<file path="src/rtl/led_sequencer_if.sv">
// Program-entry write channel for led_sequencer: valid/ready handshake carrying one entry.
interface led_sequencer_if;
  logic       wr_valid;
  logic       wr_ready;
  logic [2:0] wr_addr;
  logic [2:0] wr_color;
  logic [3:0] wr_bright;
  logic [7:0] wr_dwell;

  modport master (
    output wr_valid, wr_addr, wr_color, wr_bright, wr_dwell,
    input  wr_ready
  );

  modport slave (
    input  wr_valid, wr_addr, wr_color, wr_bright, wr_dwell,
    output wr_ready
  );
endinterface

</file>
<file path="src/rtl/led_sequencer.sv">
// Eight-entry RGB LED sequencer with PWM brightness and per-step dwell time.
// Define LED_SEQ_LOOP_EN to make sequences repeat until stop/rst instead of finishing once.
module led_sequencer #(
  parameter int unsigned PRESCALE   = 16,
  parameter bit          ACTIVE_LOW = 1'b1
) (
  input  logic             clk,
  input  logic             rst,
  led_sequencer_if.slave   wr,
  input  logic [3:0]       len,
  input  logic             start,
  input  logic             stop,
  output logic             busy,
  output logic             done,
  output logic [2:0]       step,
  output logic             led_r,
  output logic             led_g,
  output logic             led_b
);

  typedef enum logic [1:0] {StIdle, StFetch, StRun, StDone} state_e;

  state_e              state_q, state_d;
  logic [2:0]          step_q, step_d;
  logic [3:0]          len_q, len_d;
  logic [7:0]          dwell_q, dwell_d;
  logic [PRESCALE-1:0] presc_q, presc_d;
  logic [2:0]          color_q, color_d;
  logic [3:0]          bright_q, bright_d;
  logic [3:0]          pwm_q;
  logic [2:0]          led_q;
  logic [2:0]          led_on;
  logic                tick;
  logic                last_step;

  // Program memory has no reset so a programmed sequence survives rst.
  logic [2:0] mem_color  [8];
  logic [3:0] mem_bright [8];
  logic [7:0] mem_dwell  [8];

  assign wr.wr_ready = (state_q == StIdle);

  always_ff @(posedge clk) begin
    if (wr.wr_valid && wr.wr_ready) begin
      mem_color[wr.wr_addr]  <= wr.wr_color;
      mem_bright[wr.wr_addr] <= wr.wr_bright;
      mem_dwell[wr.wr_addr]  <= wr.wr_dwell;
    end
  end

  assign tick      = &presc_q;
  assign last_step = ({1'b0, step_q} == (len_q - 4'd1));

  always_comb begin
    state_d  = state_q;
    step_d   = step_q;
    len_d    = len_q;
    dwell_d  = dwell_q;
    presc_d  = presc_q;
    color_d  = color_q;
    bright_d = bright_q;
    unique case (state_q)
      StIdle: begin
        if (start && (len != 4'd0)) begin
          state_d = StFetch;
          step_d  = 3'd0;
          len_d   = (len > 4'd8) ? 4'd8 : len;
        end
      end
      StFetch: begin
        color_d  = mem_color[step_q];
        bright_d = mem_bright[step_q];
        dwell_d  = (mem_dwell[step_q] == 8'd0) ? 8'd1 : mem_dwell[step_q];
        presc_d  = '0;
        state_d  = StRun;
      end
      StRun: begin
        presc_d = presc_q + 1'b1;
        if (tick) begin
          if (dwell_q == 8'd1) begin
            if (!last_step) begin
              step_d  = step_q + 3'd1;
              state_d = StFetch;
            end else begin
`ifdef LED_SEQ_LOOP_EN
              step_d  = 3'd0;
              state_d = StFetch;
`else
              state_d = StDone;
`endif
            end
          end else begin
            dwell_d = dwell_q - 8'd1;
          end
        end
      end
      StDone: state_d = StIdle;
      default: state_d = StIdle;
    endcase
    // Abort takes priority over start and over a step boundary.
    if (stop) state_d = StIdle;
  end

  assign led_on = (state_q == StRun) ? (color_q & {3{pwm_q < bright_q}}) : 3'b000;

  always_ff @(posedge clk) begin
    if (rst) begin
      state_q  <= StIdle;
      step_q   <= 3'd0;
      len_q    <= 4'd0;
      dwell_q  <= 8'd0;
      presc_q  <= '0;
      color_q  <= 3'd0;
      bright_q <= 4'd0;
      pwm_q    <= 4'd0;
      led_q    <= {3{ACTIVE_LOW}};
    end else begin
      state_q  <= state_d;
      step_q   <= step_d;
      len_q    <= len_d;
      dwell_q  <= dwell_d;
      presc_q  <= presc_d;
      color_q  <= color_d;
      bright_q <= bright_d;
      pwm_q    <= pwm_q + 4'd1;
      led_q    <= led_on ^ {3{ACTIVE_LOW}};
    end
  end

  assign busy  = (state_q == StFetch) || (state_q == StRun);
  assign done  = (state_q == StDone);
  assign step  = step_q;
  assign led_r = led_q[2];
  assign led_g = led_q[1];
  assign led_b = led_q[0];

endmodule

</file>
<file path="src/flat_wrapper.sv">
// flat-port wrapper written by rule: the top's interface ports become plain ports
module led_sequencer_flat 
#(
  parameter int unsigned PRESCALE   = 16,
  parameter bit          ACTIVE_LOW = 1'b1
)
  (clk, rst, len, start, stop, busy, done, step, led_r, led_g, led_b, wr_wr_valid, wr_wr_addr, wr_wr_color, wr_wr_bright, wr_wr_dwell, wr_wr_ready);
  led_sequencer_if wr_i ();
  input  logic clk;
  input  logic rst;
  input  logic [3:0] len;
  input  logic start;
  input  logic stop;
  output logic busy;
  output logic done;
  output logic [2:0] step;
  output logic led_r;
  output logic led_g;
  output logic led_b;
  input wire logic [$bits(wr_i.wr_valid)-1:0] wr_wr_valid;
  input wire logic [$bits(wr_i.wr_addr)-1:0] wr_wr_addr;
  input wire logic [$bits(wr_i.wr_color)-1:0] wr_wr_color;
  input wire logic [$bits(wr_i.wr_bright)-1:0] wr_wr_bright;
  input wire logic [$bits(wr_i.wr_dwell)-1:0] wr_wr_dwell;
  output wire logic [$bits(wr_i.wr_ready)-1:0] wr_wr_ready;
  assign wr_i.wr_valid = wr_wr_valid;
  assign wr_i.wr_addr = wr_wr_addr;
  assign wr_i.wr_color = wr_wr_color;
  assign wr_i.wr_bright = wr_wr_bright;
  assign wr_i.wr_dwell = wr_wr_dwell;
  assign wr_wr_ready = wr_i.wr_ready;
  led_sequencer #(.PRESCALE(PRESCALE), .ACTIVE_LOW(ACTIVE_LOW)) u_core (.clk(clk), .rst(rst), .wr(wr_i), .len(len), .start(start), .stop(stop), .busy(busy), .done(done), .step(step), .led_r(led_r), .led_g(led_g), .led_b(led_b));
endmodule
</file>
<file path="config.mk">
export PLATFORM = sky130hd
export DESIGN_NAME = led_sequencer_flat
export DESIGN_NICKNAME = d
export VERILOG_FILES = /design/src/rtl/led_sequencer_if.sv /design/src/rtl/led_sequencer.sv /design/src/flat_wrapper.sv
export SDC_FILE = /design/constraint.sdc
export NUM_CORES = 1
export LEC_CHECK = 0
export BUFFER_PORTS_ARGS = -buffer_cell sky130_fd_sc_hd__buf_2
export CAP_MARGIN = 0
export CORE_ASPECT_RATIO = 0.5
export CORE_MARGIN = 2
export CORE_UTILIZATION = 45
export CTS_CLUSTER_SIZE = 25
export DETAILED_ROUTE_END_ITERATION = 8
export MAX_ROUTING_LAYER = met4
export PLACE_DENSITY = 0.61
export SLEW_MARGIN = 0
export SYNTH_ARGS = -nofsm -noshare
export SYNTH_HDL_FRONTEND = slang
export SYNTH_SLANG_ARGS = --single-unit
</file>
<file path="constraint.sdc">
create_clock -name clk -period 3.4 [get_ports clk]
set_input_delay 0.68 -clock clk [delete_from_list [all_inputs] [get_ports clk]]
set_output_delay 0.68 -clock clk [all_outputs]
set_load 0.02 [all_outputs]
</file>
==> metrics.txt, run 1 <==
endpoints failing hold=0; fill count=1307; H-Tree Level Count=4; GRT Util Overall=0.189; Hold WC Path Type=flip-flop to flip-flop; TritonCTS clock tree=yes; DRC viols=0; total routed wirelength=roughly 15 mm; ys async rst share=0; 1st-iter DRT viols=~420; Post-Synth Adder-Cell Area=0.0224; HPWL reported at the end of detailed placement=~9.8 mm; n_diodes=0; Seq pwr share=0.520; routed len/inst=about 19 um; Synth area leader=edfxtp_1; post-route antenna net violation count=0; Worst-path clk slew=approximately 70 ps; vias in the first global route=about 4.2k; pin count of the biggest net entering global routing=37; Post-Synth XOR/XNOR Area=0.0248; hold_ws=380 ps; CP Cell Sequence=inv_1 > ha_1 > nand2_1 > or3_4 > o31a_1 > a2111oi_2 > a221oi_1; DR vias/cell=~5.6; Final nets=599; cts hold-fix bufs=0; initial antenna violation count=0; Worst-Margin Slew=724 ps; Clock Power Share=0.433; CTS max path bufs=2; placed insts=around 740; main combinational cell family by area after synthesis=multiplexers; First-pass DRT Iterations=5; first-pass GRT wire length=23.4 mm; final worst setup slack=just under 900 ps; Psw=between 1 and 1.5 mW; share of the synthesized area in the top cell type=0.495; RSZ-0062 raised after global routing=false; slowest cell on the critical path=ha_1; fin crit share=0.741; Max stage delay on crit path=roughly 460 ps; Crit Path Class=flip-flop to flip-flop; Synth Warn #=0; Port Buffers=35; CP Capture Type=flip-flop; Final GP Congestion=between 0.8 and 0.9; Gate Count Post-Synth=510; Util after Layout=0.532; post-placement cell area=between 7000 and 8000 sq um; CP max FO=10; PD cells=530 nW/um^2; Boundary Pins=36; Final Cell Area=about 8300 sq um; Primary FF master, synth=edfxtp_1; Final Non-Filler Cells=slightly below 800; Seq cells post-synth=170; die height=~94 um; ranking of synthesized cells by area=edfxtp_1 50%, dfxtp_1 14%, mux4_2 9.3%; status=finished clean; fraction of synthesized area in multiplexers=0.112; Final min period=~2500 ps; Seq/Total Area, Yosys=0.633; Overflow after GRT=0; routed via count=4328; final setup TNS=0 ps; type of origin of the critical path=flip-flop; Layout Skew=roughly 16 ps; fmax=between 300 and 400 MHz; # clock sinks=170; CP Buf/Inv Count=1; Distinct cells, synth=just over 60; die area=roughly 17000 sq um; Commonest cells post-synth=120 x edfxtp_1, 50 x dfxtp_1, 46 x nor2_1; Combinational Power Share=0.047; Initial Util=0.466; simple-gate portion of the synthesized area=0.107; clk root buf=clkbuf_16; count of final setup violators=0; core area=15600 sq um; Max-Cap Viols=0; Worst path top cell family by delay=compound AO/OA/AOI/OAI gates; FP Rows=32; Setup WS pre-CTS=slightly below 900 ps; P_leak=roughly 2.8 nW; Die X=184 um; Int Power=3.33 mW; Power Total=roughly 4.4 mW; Post-Syn Nets=550; Layout area overhead=14.2%; Post-CTS Setup Bufs=0; Num CTS Buffers=17; Post-CTS Resized=0; Worst EP required=between 3000 and 4000 ps; worst rel slew slack=0.513; Compound-Gate Fraction of Synth Area=0.0724; fin. max-slew vios=0; syn avg cell area=14.3 sq um; worst-skew pair later-pin latency=approximately 430 ps; Post-synth EDFFs=120; most frequent cell after synthesis=edfxtp_1; crit path DAT=around 2800 ps; Worst VDD drop=~0.36 mV; switch share=0.244; share of layout cells above drive strength 1=0.234; Post-Syn Area=7280 sq um
## worst reg2reg max path, delay by kind of cell (launching register included)
| family | cells | cell delay, ps |
|---|---|---|
| AO/OA/AOI/OAI | 3 | 840 |
| adder cells (fa/ha/maj) | 1 | 460 |
| flip-flops | 1 | 410 |
| AND/OR/NAND/NOR | 2 | 580 |
| buffers and inverters | 1 | 90 |
## cells by family after synthesis
group | Yosys count
muxes | 44
AOI/OAI and AO/OA | 76
adders and majority gates | 13
and+or+nand+nor | 148
DFF | 170
buffers and inverters | 40
xor gates and xnor gates | 19
## cell type report
cell class              instances  area (sq um)  share of cell area
repair buffers                 55           325              0.0392
flip-flops and latches        170          4600               0.554
clock inverters                15           164              0.0197
multi-input cells             300          2480               0.298
well taps                     204           255              0.0307
inverters                      15          56.3             0.00678
clock buffers                  17           425              0.0512
## path summary, 6_finish.rpt
check        cells after the start  slack [ps]                end         startpoint
max                              7         880  u_core.dwell_q[0]  u_core.state_q[1]
min                              1         380    u_core.led_q[0]  u_core.color_q[0]
max reg2reg                      7         880  u_core.dwell_q[0]  u_core.state_q[1]
min reg2reg                      1         380    u_core.led_q[0]  u_core.color_q[0]
## power by group through the flow
stage	clock (mW)	combinational [mW]	sequential (mW)
detailed placement	0	0.207	2.33
global placement	0	0.203	2.33
floorplan	0	0.131	2.33
CTS	1.95	0.208	2.29
finish	1.91	0.206	2.29
global route	2.04	0.229	2.29
## cell usage in the layout (no fill, tap or decap), types with 3 or more instances in the layout
cell	instances
buf_2	35
inv_1	15
nand2_1	31
xnor2_1	5
and3_1	5
mux4_2	30
nand4_1	9
nand3_1	11
inv_8	6
mux2i_1	13
nor2_1	46
clkbuf_16	17
o22ai_1	4
nor3b_1	3
ha_1	13
nand4b_1	3
nand2b_1	7
a211oi_1	9
edfxtp_1	120
dfxtp_1	50
nor4_1	4
a31oi_1	7
buf_4	20
inv_6	4
o32ai_1	4
clkinv_8	3
a21oi_1	17
xor2_1	13
nor3_1	9
o21ai_0	14
## registers in the layout, indices dropped and copies added (netlist names), named ones only
| register | cells |
|---|---|
| u_core.presc_q | 16 |
| u_core.mem_dwell | 64 |
| u_core.bright_q | 4 |
| u_core.state_q | 2 |
| u_core.pwm_q | 4 |
| u_core.mem_color | 24 |
| u_core.step | 3 |
| u_core.color_q | 3 |
| u_core.len_q | 4 |
| u_core.mem_bright | 32 |
| u_core.dwell_q | 8 |
| u_core.led_q | 3 |
## layer usage
| metal | vias to the layer above | global-route usage | routed length, um |
|---|---|---|---|
| met5 | - | - | 0 |
| met4 | 0 | 0.0607 | 155 |
| met3 | 15 | 0.0345 | 646 |
| met2 | 104 | 0.264 | 6270 |
| met1 | 2139 | 0.281 | 7530 |
| li1 | 2070 | - | - |
No activity file was read; power rests on OpenSTA's default activity.
==> run 2: changes to the inputs <==
==> constraint.sdc (replaced) <==
create_clock -name clk -period 2.5 [get_ports clk]
set_input_delay 0.5 -clock clk [delete_from_list [all_inputs] [get_ports clk]]
set_output_delay 0.5 -clock clk [all_outputs]
set_load 0.02 [all_outputs]
==> metrics.txt, run 2 (same netlist as run 1, synthesis figures left out) <==
status=finished clean (unchanged); PD cells=719 nW/um^2 (was 530 nW/um^2); Worst VDD drop=0.465 mV (was 0.363 mV); final setup TNS=0 ps (unchanged); FP Rows=32 (unchanged); initial antenna violation count=1 (was 0); core area=15600 sq um (unchanged); routed len/inst=18.8 um (about the same); first-pass GRT wire length=23.5 mm (was 23.4 mm); TritonCTS clock tree=yes (unchanged); Hold WC Path Type=input pin to flip-flop (was flip-flop to flip-flop); Crit Path Class=flip-flop to flip-flop (unchanged); clk root buf=clkbuf_16 (unchanged); Final Cell Area=8390 sq um (was 8310 sq um); die area=17300 sq um (unchanged); post-placement cell area=7780 sq um (was 7720 sq um); Post-CTS Setup Bufs=0 (unchanged); Num CTS Buffers=17 (unchanged); fmax=434 MHz (was 397 MHz); # clock sinks=170 (unchanged); DR vias/cell=5.57 (was 5.58); share of layout cells above drive strength 1=0.240 (was 0.234); Setup WS pre-CTS=224 ps (was 893 ps); commonest non-fill, non-tap cell in the layout=edfxtp_1 (unchanged); Worst-Margin Slew=672 ps (was 724 ps); final worst setup slack=197 ps (was 880 ps); die height=93.9 um (unchanged); fin. max-slew vios=0 (unchanged); crit path DAT=2580 ps (was 2780 ps); worst rel slew slack=0.548 (was 0.513); Layout area overhead=15.3% (was 14.2%); fill count=1287 (was 1307); most frequent cells in the layout=120 x edfxtp_1, 50 x dfxtp_1, 46 x nor2_1 (unchanged); Power Total=6.03 mW (was 4.40 mW); GRT Util Overall=0.191 (was 0.189); CTS max path bufs=2 (unchanged); Boundary Pins=36 (unchanged); P_leak=2.80 nW (was 2.77 nW); CP max FO=7 (was 10); endpoints failing hold=0 (unchanged); total routed wirelength=14.7 mm (was 14.6 mm); Die X=184 um (unchanged); Worst EP required=2780 ps (was 3660 ps); Final min period=2300 ps (was 2520 ps); RSZ-0062 raised after global routing=false (unchanged); HPWL reported at the end of detailed placement=9.77 mm (was 9.81 mm); Largest regs=u_core.mem_dwell: 64 flops, u_core.mem_bright: 32 flops, u_core.mem_color: 24 flops (unchanged); Max-Cap Viols=0 (unchanged); Reg with most FFs=u_core.mem_dwell (unchanged); DRC viols=0 (unchanged); type of origin of the critical path=flip-flop (unchanged); pin count of the biggest net entering global routing=26 (was 37); vias in the first global route=4177 (was 4195); Worst-path clk slew=70 ps (about the same); cts hold-fix bufs=0 (unchanged); H-Tree Level Count=4 (unchanged); fin crit share=0.921 (was 0.741); post-route antenna net violation count=0 (unchanged); Port Buffers=35 (unchanged); 1st-iter DRT viols=303 (was 423); CP Capture Type=flip-flop (unchanged); n_diodes=0 (unchanged); Final nets=603 (was 599); hold_ws=272 ps (was 380 ps); Post-CTS Resized=0 (unchanged); First-pass DRT Iterations=5 (unchanged); worst-skew pair later-pin latency=420 ps (was 430 ps); Overflow after GRT=0 (unchanged); Largest register FFs=64 (unchanged); Initial Util=0.466 (unchanged); Final GP Congestion=0.782 (was 0.807); count of final setup violators=0 (unchanged); routed via count=4336 (was 4328); Layout Skew=15.0 ps (was 16.3 ps)
==> run 2: area by class of cell <==
type | instances | area, sq um | share of cell area
clock buffers | 17 | 425 | 0.0507
flip-flops and latches | 170 | 4600 | 0.549
well taps | 204 | 255 | 0.0304
multi-input cells | 300 | 2480 | 0.295
inverters | 15 | 56.3 | 0.00671
repair buffers | 59 | 393 | 0.0468
clock inverters | 14 | 176 | 0.0210
==> run 2: stage by stage <==
step / instances / util
after floorplan: 510 / -
after global routing: 779 / 0.537
after detailed placement: 748 / 0.499
after CTS: 779 / 0.537
final: 779 / 0.537
after global placement: 748 / 0.499
==> run 2: where the power goes <==
group | switching [mW] | internal (mW) | total, mW | leakage, nW
Clock | 1.20 | 1.43 | 2.64 | 0.288
Sequential | 0.0331 | 3.08 | 3.11 | 1.49
Combinational | 0.179 | 0.104 | 0.282 | 1.01
==> run 2: per-layer routing <==
| metal | vias to the layer above | share of wire | global-route usage |
|---|---|---|---|
| li1 | 2066 | - | - |
| met1 | 2146 | 0.49 | 0.266 |
| met2 | 116 | 0.45 | 0.288 |
| met3 | 8 | 0.056 | 0.0465 |
| met4 | 0 | 0.0065 | 0.0380 |
| met5 | - | 0 | - |
==> run 2: worst max-delay path: stages (launching register included) <==
cell,delay [ps]
dfxtp_1,370
inv_1,110
ha_1,330
nand2_1,100
or3_4,420
o31a_1,420
a2111oi_2,300
a221oi_1,110
==> run 2: worst paths after layout <==
check / start / end / slack [ps] / cells past startpoint
max: u_core.state_q[0] / u_core.dwell_q[0] / 200 / 7
min reg2reg: u_core.color_q[1] / u_core.led_q[1] / 390 / 1
min: stop / u_core.state_q[0] / 270 / 2
max reg2reg: u_core.state_q[0] / u_core.dwell_q[0] / 200 / 7
==> run 3: changes to the inputs <==
--- a/config.mk
+++ b/config.mk
@@ -7,10 +7,9 @@
 export LEC_CHECK = 0
 export BUFFER_PORTS_ARGS = -buffer_cell sky130_fd_sc_hd__buf_2
 export CAP_MARGIN = 0
-export CORE_ASPECT_RATIO = 0.5
 export CORE_MARGIN = 2
 export CORE_UTILIZATION = 45
-export CTS_CLUSTER_SIZE = 25
+export CTS_CLUSTER_SIZE = 14
 export DETAILED_ROUTE_END_ITERATION = 8
 export MAX_ROUTING_LAYER = met4
 export PLACE_DENSITY = 0.61
==> metrics.txt, run 3 (same netlist as run 1, synthesis figures left out) <==
crit path DAT=2530 ps (was 2580 ps); die height=131 um (was 93.9 um); die area=17200 sq um (was 17300 sq um); fmax=446 MHz (was 434 MHz); initial antenna violation count=0 (was 1); Post-CTS Setup Bufs=0 (unchanged); Layout Skew=9.48 ps (was 15.0 ps); core area=15800 sq um (was 15600 sq um); post-route antenna net violation count=0 (unchanged); CP Cell Sequence=inv_1 > ha_1 > nand2_1 > or3_4 > o31a_1 > a2111oi_2 > a221oi_1 (unchanged); Final GP Congestion=0.837 (was 0.782); most frequent cells in the layout=120 x edfxtp_1, 50 x dfxtp_1, 46 x nor2_1 (unchanged); type of origin of the critical path=flip-flop (unchanged); cts hold-fix bufs=0 (unchanged); slowest cell on the critical path=or3_4 (unchanged); r2r endpoint=u_core.dwell_q[0] (unchanged); Max stage delay on crit path=410 ps (was 420 ps); CP max FO=7 (unchanged); H-Tree Level Count=4 (unchanged); count of final setup violators=0 (unchanged); PD cells=707 nW/um^2 (was 719 nW/um^2); worst rel slew slack=0.500 (was 0.548); Worst EP required=2790 ps (was 2780 ps); Seq. cell area=4600 sq um (unchanged); Worst-path clk slew=70 ps (about the same); CP Capture Type=flip-flop (unchanged); min-delay src=stop (unchanged); first-pass GRT wire length=23.1 mm (was 23.5 mm); Worst VDD drop=0.445 mV (was 0.465 mV); hold_ws=287 ps (was 272 ps); Largest register FFs=64 (unchanged); vias in the first global route=4318 (was 4177); # clock sinks=170 (unchanged); Max-Cap Viols=0 (unchanged); clk root buf=clkbuf_16 (unchanged); routed len/inst=18.3 um (was 18.8 um); cell count along the critical path=7 (unchanged); worst reg2reg startpoint=u_core.state_q[0] (unchanged); Overflow after GRT=0 (unchanged); commonest non-fill, non-tap cell in the layout=edfxtp_1 (unchanged); Initial Util=0.460 (was 0.466); P_leak=2.78 nW (was 2.80 nW); fill count=1319 (was 1287); Layout area overhead=14.6% (was 15.3%); Crit Path Class=flip-flop to flip-flop (unchanged); DRC viols=0 (unchanged); RSZ-0062 raised after global routing=false (unchanged); share of layout cells above drive strength 1=0.241 (was 0.240); CP Buf/Inv Count=1 (unchanged); hold endpoint=u_core.state_q[0] (unchanged); Boundary Pins=36 (unchanged); Worst path top cell family by delay=compound AO/OA/AOI/OAI gates (unchanged); GRT Util Overall=0.178 (was 0.191); total routed wirelength=14.5 mm (was 14.7 mm); Hold WC Path Type=input pin to flip-flop (unchanged); Largest regs=u_core.mem_dwell: 64 flops, u_core.mem_bright: 32 flops, u_core.mem_color: 24 flops (unchanged); multi-input logic area=2480 sq um (unchanged); CTS max path bufs=2 (unchanged); Final min period=2240 ps (was 2300 ps); HPWL reported at the end of detailed placement=9.84 mm (was 9.77 mm); FP Rows=46 (was 32); worst r2r path cells=7 (unchanged); routed via count=4312 (was 4336); Worst-Margin Slew=743 ps (was 672 ps); n_diodes=0 (unchanged); r2r setup slk=260 ps (was 200 ps); Final nets=603 (unchanged); endpoints failing hold=0 (unchanged); WHS Path Cells=2 (unchanged); fin. max-slew vios=0 (unchanged); status=finished clean (unchanged); 1st-iter DRT viols=288 (was 303); Post-CTS Resized=0 (unchanged); fin crit share=0.898 (was 0.921); pin count of the biggest net entering global routing=26 (unchanged); Reg with most FFs=u_core.mem_dwell (unchanged); First-pass DRT Iterations=4 (was 5); TritonCTS clock tree=yes (unchanged); Die X=131 um (was 184 um); Num CTS Buffers=17 (unchanged); Port Buffers=35 (unchanged); worst-skew pair later-pin latency=420 ps (about the same); DR vias/cell=5.44 (was 5.57); final setup TNS=0 ps (unchanged)
-- run 3: cell count changes in the layout (fill, tap and decap cells not counted) --
| cell | before | now |
|---|---|---|
| buf_4 | 21 | 24 |
| inv_6 | 2 | 3 |
| bufinv_16 | 1 | 0 |
| clkinvlp_4 | 2 | 1 |
| clkinv_8 | 3 | 1 |
| clkinv_4 | 1 | 5 |
| buf_12 | 3 | 0 |
-- run 3: worst max-delay path by stage --
| stage | from | slack, ps | to |
|---|---|---|---|
| 5_1_grt | u_core.state_q[1] | 130 | u_core.dwell_q[0] |
| 4_1_cts | u_core.state_q[0] | 270 | u_core.dwell_q[0] |
| 2_1_floorplan | u_core.state_q[0] | 130 | u_core.dwell_q[0] |
| 3_5_place_dp | u_core.state_q[0] | 270 | u_core.dwell_q[0] |
| 3_3_place_gp | u_core.state_q[1] | 350 | u_core.dwell_q[0] |
| 6_report | u_core.state_q[0] | 260 | u_core.dwell_q[0] |
-- run 3: cell type report --
class                   count  area share
repair buffers             59      0.0426
multi-input cells         300       0.297
well taps                 216      0.0324
flip-flops and latches    170       0.552
inverters                  15     0.00675
clock buffers              17      0.0510
clock inverters            15      0.0180
-- run 3: through the flow --
stage | cells | util | total power [mW] | cell area [sq um] | setup WS (ps)
floorplan | 510 | - | 3.34 | 7290 | 133
global placement | 760 | 0.490 | 3.44 | 7760 | 353
detailed placement | 760 | 0.490 | 3.46 | 7760 | 269
CTS | 792 | 0.527 | 5.96 | 8340 | 268
global route | 792 | 0.527 | 6.11 | 8340 | 126
finish | 792 | 0.527 | 5.90 | 8340 | 256
-- run 3: where the power goes --
part           leakage (nW)  total, mW  switching [mW]  internal, mW
Combinational          1.01      0.282           0.180         0.103
Sequential             1.49       3.11          0.0342          3.08
Clock                 0.281       2.50            1.17          1.33
Total                  2.78       5.90            1.39          4.51
-- run 3: layer usage --
layer	up-vias	part of all wire	track usage
met2	77	0.51	0.292
li1	2079	-	-
met5	-	0	-
met4	0	0.0073	0.0483
met1	2148	0.46	0.223
met3	8	0.030	0.0440
